[src/rtl/sdram_port_arbiter.sv]
// Two-port Avalon-MM arbiter in front of the SDRAM controller slave.
// Port 0 has fixed priority, port 1 is protected by a starvation counter, read data is routed by tag.
module sdram_port_arbiter #(
    parameter int ADDR_W      = 24,
    parameter int DATA_W      = 16,
    parameter int MAX_STARVE  = 8,
    parameter int MAX_PENDING = 4
) (
    input  logic                clock,
    input  logic                reset,
    input  logic [ADDR_W-1:0]   s0_address,
    input  logic                s0_read,
    input  logic                s0_write,
    input  logic [DATA_W-1:0]   s0_writedata,
    input  logic [DATA_W/8-1:0] s0_byteenable,
    output logic                s0_waitrequest,
    output logic [DATA_W-1:0]   s0_readdata,
    output logic                s0_readdatavalid,
    input  logic [ADDR_W-1:0]   s1_address,
    input  logic                s1_read,
    input  logic                s1_write,
    input  logic [DATA_W-1:0]   s1_writedata,
    input  logic [DATA_W/8-1:0] s1_byteenable,
    output logic                s1_waitrequest,
    output logic [DATA_W-1:0]   s1_readdata,
    output logic                s1_readdatavalid,
    output logic [ADDR_W-1:0]   m_address,
    output logic                m_read,
    output logic                m_write,
    output logic [DATA_W-1:0]   m_writedata,
    output logic [DATA_W/8-1:0] m_byteenable,
    input  logic                m_waitrequest,
    input  logic [DATA_W-1:0]   m_readdata,
    input  logic                m_readdatavalid,
    output logic                err_orphan
);
    localparam int PTR_W = (MAX_PENDING > 1) ? $clog2(MAX_PENDING) : 1;
    localparam int CNT_W = $clog2(MAX_PENDING + 1);
    localparam logic [CNT_W-1:0] PEND_MAX = CNT_W'(MAX_PENDING);
    localparam logic [7:0]       STARVE_MAX = 8'(MAX_STARVE);

    logic [1:0] rd, wr, req, elig, grant, accept, rdv;

    logic                   lock_reg;
    logic                   lock_port_reg;
    logic [7:0]             starve_reg;
    logic [CNT_W-1:0]       pending_reg;
    logic [PTR_W-1:0]       wr_ptr_reg;
    logic [PTR_W-1:0]       rd_ptr_reg;
    logic [MAX_PENDING-1:0] tag_reg;
    logic                   err_reg;

    logic fifo_empty, pop, push, head, read_room, sel;

    assign rd = {s1_read, s0_read};
    assign wr = {s1_write, s0_write};

    assign fifo_empty = (pending_reg == '0);
    assign pop        = m_readdatavalid & ~fifo_empty & ~reset;
    assign head       = tag_reg[rd_ptr_reg];
    // A return in this same cycle frees a slot, so a read may be accepted into a full FIFO.
    assign read_room  = (pending_reg < PEND_MAX) | pop;

    generate
        for (genvar gi = 0; gi < 2; gi++) begin : g_port
            assign req[gi]    = rd[gi] | wr[gi];
            assign elig[gi]   = req[gi] & (~rd[gi] | read_room);
            assign accept[gi] = grant[gi] & ~m_waitrequest;
            assign rdv[gi]    = pop & (head == 1'(gi));
        end
    endgenerate

    always_comb begin
        grant = 2'b00;
        if (reset)
            grant = 2'b00;
        else if (lock_reg)
            grant = lock_port_reg ? 2'b10 : 2'b01;
        else if ((starve_reg == STARVE_MAX) && elig[1])
            grant = 2'b10;
        else if (elig[0])
            grant = 2'b01;
        else if (elig[1])
            grant = 2'b10;
    end

    assign sel  = grant[1];
    assign push = |(accept & rd);

    assign m_address    = sel ? s1_address    : s0_address;
    assign m_writedata  = sel ? s1_writedata  : s0_writedata;
    assign m_byteenable = sel ? s1_byteenable : s0_byteenable;
    assign m_read       = |(grant & rd);
    assign m_write      = |(grant & wr & ~rd);

    assign s0_waitrequest   = ~grant[0] | m_waitrequest;
    assign s1_waitrequest   = ~grant[1] | m_waitrequest;
    assign s0_readdata      = m_readdata;
    assign s1_readdata      = m_readdata;
    assign s0_readdatavalid = rdv[0];
    assign s1_readdatavalid = rdv[1];
    assign err_orphan       = err_reg;

    always_ff @(posedge clock) begin
        if (reset) begin
            lock_reg      <= 1'b0;
            lock_port_reg <= 1'b0;
            starve_reg    <= '0;
            pending_reg   <= '0;
            wr_ptr_reg    <= '0;
            rd_ptr_reg    <= '0;
            tag_reg       <= '0;
            err_reg       <= 1'b0;
        end else begin
            // A stalled grant must be held until the slave takes it.
            lock_reg      <= (|grant) & m_waitrequest;
            lock_port_reg <= sel;

            if (~req[1] | accept[1])
                starve_reg <= '0;
            else if (starve_reg < STARVE_MAX)
                starve_reg <= starve_reg + 8'd1;

            if (push) begin
                tag_reg[wr_ptr_reg] <= sel;
                wr_ptr_reg          <= wr_ptr_reg + PTR_W'(1);
            end
            if (pop)
                rd_ptr_reg <= rd_ptr_reg + PTR_W'(1);

            if (push & ~pop)
                pending_reg <= pending_reg + CNT_W'(1);
            else if (pop & ~push)
                pending_reg <= pending_reg - CNT_W'(1);

            if (m_readdatavalid & fifo_empty)
                err_reg <= 1'b1;
        end
    end
endmodule

[config.mk]
export PLATFORM = sky130hd
export DESIGN_NAME = sdram_port_arbiter
export DESIGN_NICKNAME = d
export VERILOG_FILES = /design/src/rtl/sdram_port_arbiter.sv
export SDC_FILE = /design/constraint.sdc
export NUM_CORES = 1
export LEC_CHECK = 0
export ABC_AREA = 1
export CAP_MARGIN = 15
export CORE_ASPECT_RATIO = 1.2
export CORE_UTILIZATION = 33
export CTS_CLUSTER_DIAMETER = 30
export DETAILED_ROUTE_END_ITERATION = 6
export PLACE_DENSITY = 0.88
export SLEW_MARGIN = 15
export SYNTH_ARGS = -nofsm -noshare
export SYNTH_HDL_FRONTEND = slang
export SYNTH_SLANG_ARGS = --single-unit
[constraint.sdc]
create_clock -name clock -period 4.45 [get_ports clock]
set_clock_uncertainty 0.2 [all_clocks]
set_input_delay 1.335 -clock clock [delete_from_list [all_inputs] [get_ports clock]]
set_output_delay 1.335 -clock clock [all_outputs]
set_load 0.05 [all_outputs]
# Word level (Yosys, flattened, before mapping)
# Index checks and enable logic that the tools add are counted.
dict set report totals {
  reg_bits 22
  out_inout_bits 81
  elab_cells 80
}
dict set report classes {
  n_addsub 5
  order_cmp 5
  eq_ne 1
  muxes 16
  n_bitwise 36
  n_reduce_logical 9
}
# op count
set op_table {}
lappend op_table {{24-bit two-way mux} 1}
lappend op_table {{16-bit two-way mux} 1}
lappend op_table {{2-bit two-way mux} 7}
lappend op_table {{1-bit bitwise AND} 12}
lappend op_table {{1-bit NOT} 11}
lappend op_table {{2-bit OR reduction} 5}
lappend op_table {{8-bit by 1-bit adder with 8-bit output (second input constant)} 1}
lappend op_table {{2-bit bitwise AND} 4}
lappend op_table {{8-bit by 4-bit equality test with 1-bit output (second input constant)} 1}
lappend op_table {{8-bit by 4-bit < comparator with 1-bit output (second input constant)} 1}
lappend op_table {{1-bit OR} 8}
lappend op_table {{2-bit by 3-bit < comparator with 1-bit output (second input constant)} 2}
lappend op_table {{3-bit two-way mux} 2}
lappend op_table {{2-bit by 1-bit adder with 2-bit output (second input constant)} 2}
lappend op_table {{4-bit bitwise mux} 1}
lappend op_table {{3-bit by 1-bit adder with 3-bit output (second input constant)} 1}
lappend op_table {{3-bit zero test} 1}
lappend op_table {{3-bit < comparator (second input constant)} 1}
lappend op_table {{3-bit by 1-bit subtractor with 3-bit output (second input constant)} 1}
lappend op_table {{1-bit binary-select mux with 2-bit select} 1}
lappend op_table {{1-bit demux with 2-bit select} 1}
lappend op_table {{2-bit by 1-bit >= comparator with 1-bit output (second input constant)} 1}
lappend op_table {{1-bit logical AND} 2}
lappend op_table {{1-bit two-way mux} 2}
lappend op_table {{2 further kinds} 2}

# Logic depth before layout (Yosys ltp)
dict set report logic_depth {
  depth_word 19
  mapped_depth 21
  depth_no_buf 21
}

# Worst setup path after synthesis
# No wires, ideal clock.
dict set report synth_timing {
  kind {input to output}
  start {input m_readdatavalid}
  end {output m_write}
  arrival_time_ns 2.849
  path_slack_ns 0.066
  stages 9
  cell_sequence {inv_1 > o21ai_1 > nand2_1 > a21oi_1 > nand2_1 > nand2_2 > nand2_4 > clkbuf_1 > o22ai_1}
}
dict set report synth_between {
  elab_chain_len 13
  elab_cells_between_ends 16
  cone_classes {mux: 5; bitwise: 9; reduce/logical: 2}
}
# item line
set synth_rtl {}
lappend synth_rtl {{start, declared} 34} ;# input logic m_readdatavalid,
lappend synth_rtl {{1-bit bitwise AND (*) (2 in a row)} 59} ;# assign pop = m_readdatavalid & ~fifo_empty & ~reset;
lappend synth_rtl {{1-bit OR (*)} 62} ;# assign read_room = (pending_reg < PEND_MAX) | pop;
lappend synth_rtl {{1-bit OR} 67} ;# assign elig[gi] = req[gi] & (~rd[gi] | read_room);
lappend synth_rtl {{1-bit bitwise AND} 67}
lappend synth_rtl {{2-bit two-way mux} 83} ;# else if (elig[1])
lappend synth_rtl {{2-bit two-way mux} 81} ;# else if (elig[0])
lappend synth_rtl {{2-bit two-way mux (*)} 79} ;# else if ((starve_reg == STARVE_MAX) && elig[1])
lappend synth_rtl {{2-bit two-way mux (*)} 77} ;# else if (lock_reg)
lappend synth_rtl {{2-bit two-way mux (*)} 75} ;# if (reset)
lappend synth_rtl {{2-bit bitwise AND (*) (2 in a row)} 94} ;# assign m_write = |(grant & wr & ~rd);
lappend synth_rtl {{2-bit OR reduction (*)} 94}
lappend synth_rtl {{end, declared} 29} ;# output logic m_write,
# Every way passes the cells marked *; elsewhere a longest branch is shown, timed or not.

# Final worst setup path
dict set report layout_timing {
  start {input s1_read}
  end {output m_byteenable[1]}
}
dict set report layout_between {
  elab_chain_len 9
  elab_cells_between_ends 11
  cone_classes {mux: 6; bitwise: 4; reduce/logical: 1}
}
# item line
set layout_rtl {}
lappend layout_rtl {{start, declared} 20} ;# input logic s1_read,
lappend layout_rtl {{1-bit NOT} 67}
lappend layout_rtl {{1-bit OR} 67}
lappend layout_rtl {{1-bit bitwise AND (*)} 67}
lappend layout_rtl {{2-bit two-way mux} 83}
lappend layout_rtl {{2-bit two-way mux} 81}
lappend layout_rtl {{2-bit two-way mux (*)} 79}
lappend layout_rtl {{2-bit two-way mux (*)} 77}
lappend layout_rtl {{2-bit two-way mux (*)} 75}
lappend layout_rtl {{2-bit two-way mux (*)} 92} ;# assign m_byteenable = sel ? s1_byteenable : s0_byteenable;
lappend layout_rtl {{end, declared} 31} ;# output logic [DATA_W/8-1:0] m_byteenable,
# Marks and branches as above.

==> impl_metrics.env <==
export IMPL_outcome="finished clean"
export IMPL_dp_hpwl_um=5390
export IMPL_routed_via_density=4.62
export IMPL_initialDrtViolationCount=82
export IMPL_wl_um=7210
export IMPL_power_share_clock_pct=14.8
export IMPL_crit_start="s1_read"
export IMPL_slowest_stage="dlygate4sd2_1"
export IMPL_clock_latency_ns=0.26
export IMPL_htreeDepth=1
export IMPL_cp_start_kind="input pin"
export IMPL_ir_drop_uv=211
export IMPL_die_x_um=72.2
export IMPL_required_ns=2.91
export IMPL_r2r_slack_ns=1.26
export IMPL_arrival_ns=2.80
export IMPL_antenna_found_initial=0
export IMPL_n_antenna_cell=0
export IMPL_dr_wl_met3_um=466
export IMPL_preCtsSetupSlack_ns=-0.187
export IMPL_ys_seq_area_share_pct=22.5
export IMPL_cap_violations=0
export IMPL_clk_path_buf_depth=2
export IMPL_final_antenna_net_count=0
export IMPL_r2r_end="pending_reg[1]"
export IMPL_finalCritPeriodShare_pct=97.5
export IMPL_netlist_area_um2=1950
export IMPL_critical_path_class="input pin to output pin"
export IMPL_r2r_start="starve_reg[0]"
export IMPL_fp_dieArea_um2=6230
export IMPL_finalHoldViolCount=0
export IMPL_largest_reg_flops=8
export IMPL_critical_path_endpoint_type="output pin"
export IMPL_ys_warn_count=0
export IMPL_syn_num_nets=455
export IMPL_cp_depth=13
export IMPL_grt_first_pass_wirelength_um=11000
export IMPL_vias=2539
export IMPL_slew_viol_final=0
export IMPL_cts_made_buffers=3
export IMPL_hold_depth=2
export IMPL_pin_count=189
export IMPL_fp_dieH_um=86.3
export IMPL_p_switching_uw=379
export IMPL_gp_congestion=0.845
export IMPL_overflow=0
export IMPL_avgRoutedWirePerCell_um=13.1
export IMPL_initial_core_util_pct=34.5
export IMPL_power_density_nw_per_um2=231
export IMPL_synthTopCellsByArea="nand2_1 (31%), dfxtp_1 (23%), buf_4 (12%), inv_1 (6.1%), nor2_1 (5.4%)"
export IMPL_nets=586
export IMPL_cts_clk_slew_worst_paths_ns=0.08
export IMPL_met2WireLength_um=4040
export IMPL_rsz0062_at_grt="false"
export IMPL_grtUsageTotal_pct=22.3
export IMPL_final_util_pct=73.8
export IMPL_cts_tree="yes"
export IMPL_min_period_ns=4.34
export IMPL_netlist_area_leader_share_pct=31.3
export IMPL_met1Wirelength_um=2410
export IMPL_tightest_slew_ns=0.485
export IMPL_fmax_mhz=230
export IMPL_relSlewSlack_pct=67.5
export IMPL_grt_max_degree=29
export IMPL_grt_pass1_vias=2542
export IMPL_syn_to_final_growth_pct=114
export IMPL_setup_worst_path_end="m_byteenable[1]"
export IMPL_layout_setup_ws_ns=0.111
export IMPL_top_layer_used="met4"
export IMPL_fin_setup_tns_ns=0
export IMPL_design_core_area_um2=5670
export IMPL_hold_buffers=0
export IMPL_seqPwrFrac_pct=23.3
export IMPL_rows=30
export IMPL_synth_avg_cell_area_um2=5.76
export IMPL_p_int_uw=585
export IMPL_drc=0
export IMPL_port_buffers=140
export IMPL_crit_path_max_fanout=13
export IMPL_yosys_register_bits=22
export IMPL_syn_inst=339
export IMPL_setup_viol=0
export IMPL_cts_root_buffer="clkbuf_8"
export IMPL_yosysTopAreaCell="nand2_1"
export IMPL_drt_pass1_iter_count=4
export IMPL_power_frac_comb_pct=62.0
export IMPL_netSwitchingFraction_pct=39.3
export IMPL_worstRegToRegCells=21
export IMPL_yosysUniqueCellTypes=25
export IMPL_whs_ns=0.242
export IMPL_clock_sinks=22
export IMPL_crit_buf_inv=6
export IMPL_cp_cell_sequence="dlygate4sd2_1 > inv_1 > nand2_2 > a21oi_2 > nand2_2 > nand2_4 > nand2_8 > inv_8 > buf_4 > buf_12 > nand2_1 > nand2_1 > buf_12"
export IMPL_p_leak_uw=0.00204
export IMPL_drive_gt1_share_pct=28.4
export IMPL_min_path_type="register to register"
export IMPL_crit_family="buffers and inverters"
export IMPL_cpPeakStageDelay_ns=0.29
export IMPL_power_total_uw=965
-- power by group through the flow --
| stage | sequential [µW] | combinational (µW) | clock [µW] |
|---|---|---|---|
| 3_3_place_gp | 227 | 539 | 0 |
| 6_report | 224 | 598 | 142 |
| 4_1_cts | 224 | 592 | 147 |
| 5_1_grt | 227 | 631 | 156 |
| 3_5_place_dp | 228 | 550 | 0 |
| 2_1_floorplan | 231 | 323 | 0 |
-- layout by cell type, fill, tap and decap left out, drive strengths merged, types with 2 or more instances in the layout --
master | netlist | final
a21oi | 14 | 14
buf | 37 | 76
clkbuf | 5 | 6
clkdlybuf4s50 | 0 | 86
dfxtp | 22 | 22
dlygate4sd2 | 0 | 3
ha | 7 | 7
inv | 34 | 34
nand2 | 165 | 165
nand3 | 12 | 12
nor2 | 28 | 28
o21ai | 7 | 7
xor2 | 2 | 2
-- routing by layer --
layer | global-route usage, % | vias to the layer above
met5 | 0 | -
met4 | 10.9 | 0
met3 | 5.70 | 35
met2 | 43.5 | 106
met1 | 21.2 | 1144
li1 | - | 1254
-- timing repair --
item,4_1_cts,5_1_grt
setup buffers,12,1
gates cloned,3,0
hold endpoints to repair,0,0
pin swaps,10,9
resized for setup,61,18
setup endpoints to repair,45,46
-- cells in the mapped netlist --
master	instances
a21oi_1	13
a21oi_2	1
a32oi_1	1
a41oi_1	1
buf_2	1
buf_4	32
buf_6	4
clkbuf_1	5
dfxtp_1	22
fa_1	1
ha_1	7
inv_1	32
inv_2	2
nand2_1	163
nand2_2	1
nand2_4	1
nand3_1	11
nand3_2	1
nor2_1	28
o211ai_2	1
o21ai_0	6
o21ai_1	1
o22ai_1	1
or2_2	1
xor2_1	2
-- logic make-up (layout without fill, tap and decap cells) --
logic type      Yosys count  count (layout)  synth area share [%]
compound gates           25              25                  7.43
xor+xnor                  2               2                 0.897
fa+ha+maj                 8               8                  5.51
buf+inv                  76             206                  22.4
flops                    22              22                  22.5
simple gates            206             206                  41.3
-- tightest hold or removal path: stages (launching register included) --
cell and delay [ns]:
dfxtp_1 0.30, inv_1 0.06, nor2_1 0.04
-- stage by stage --
step                instance area, µm²  cells
floorplan                         1950    339
global placement                  3760    531
detailed placement                3760    531
CTS                               4150    549
global route                      4180    549
finish                            4180    549
-- worst min path at each step --
stage	startpoint	end	slack (ns)
after global placement	starve_reg[6]	starve_reg[6]	0.22
after floorplan	starve_reg[4]	starve_reg[4]	0.22
after CTS	starve_reg[4]	starve_reg[4]	0.24
after global routing	starve_reg[6]	starve_reg[6]	0.27
final	starve_reg[6]	starve_reg[6]	0.24
after detailed placement	starve_reg[4]	starve_reg[4]	0.23
-- cell type report --
class                      count  area, µm²
clock buffer                   4       55.1
fill                         416       1490
tap                           80        100
multi-input combinational    241       1280
sequential                    22        440
timing repair buffer         168       2170
inverter                      34        135
No activity file was read; power rests on OpenSTA's default activity.
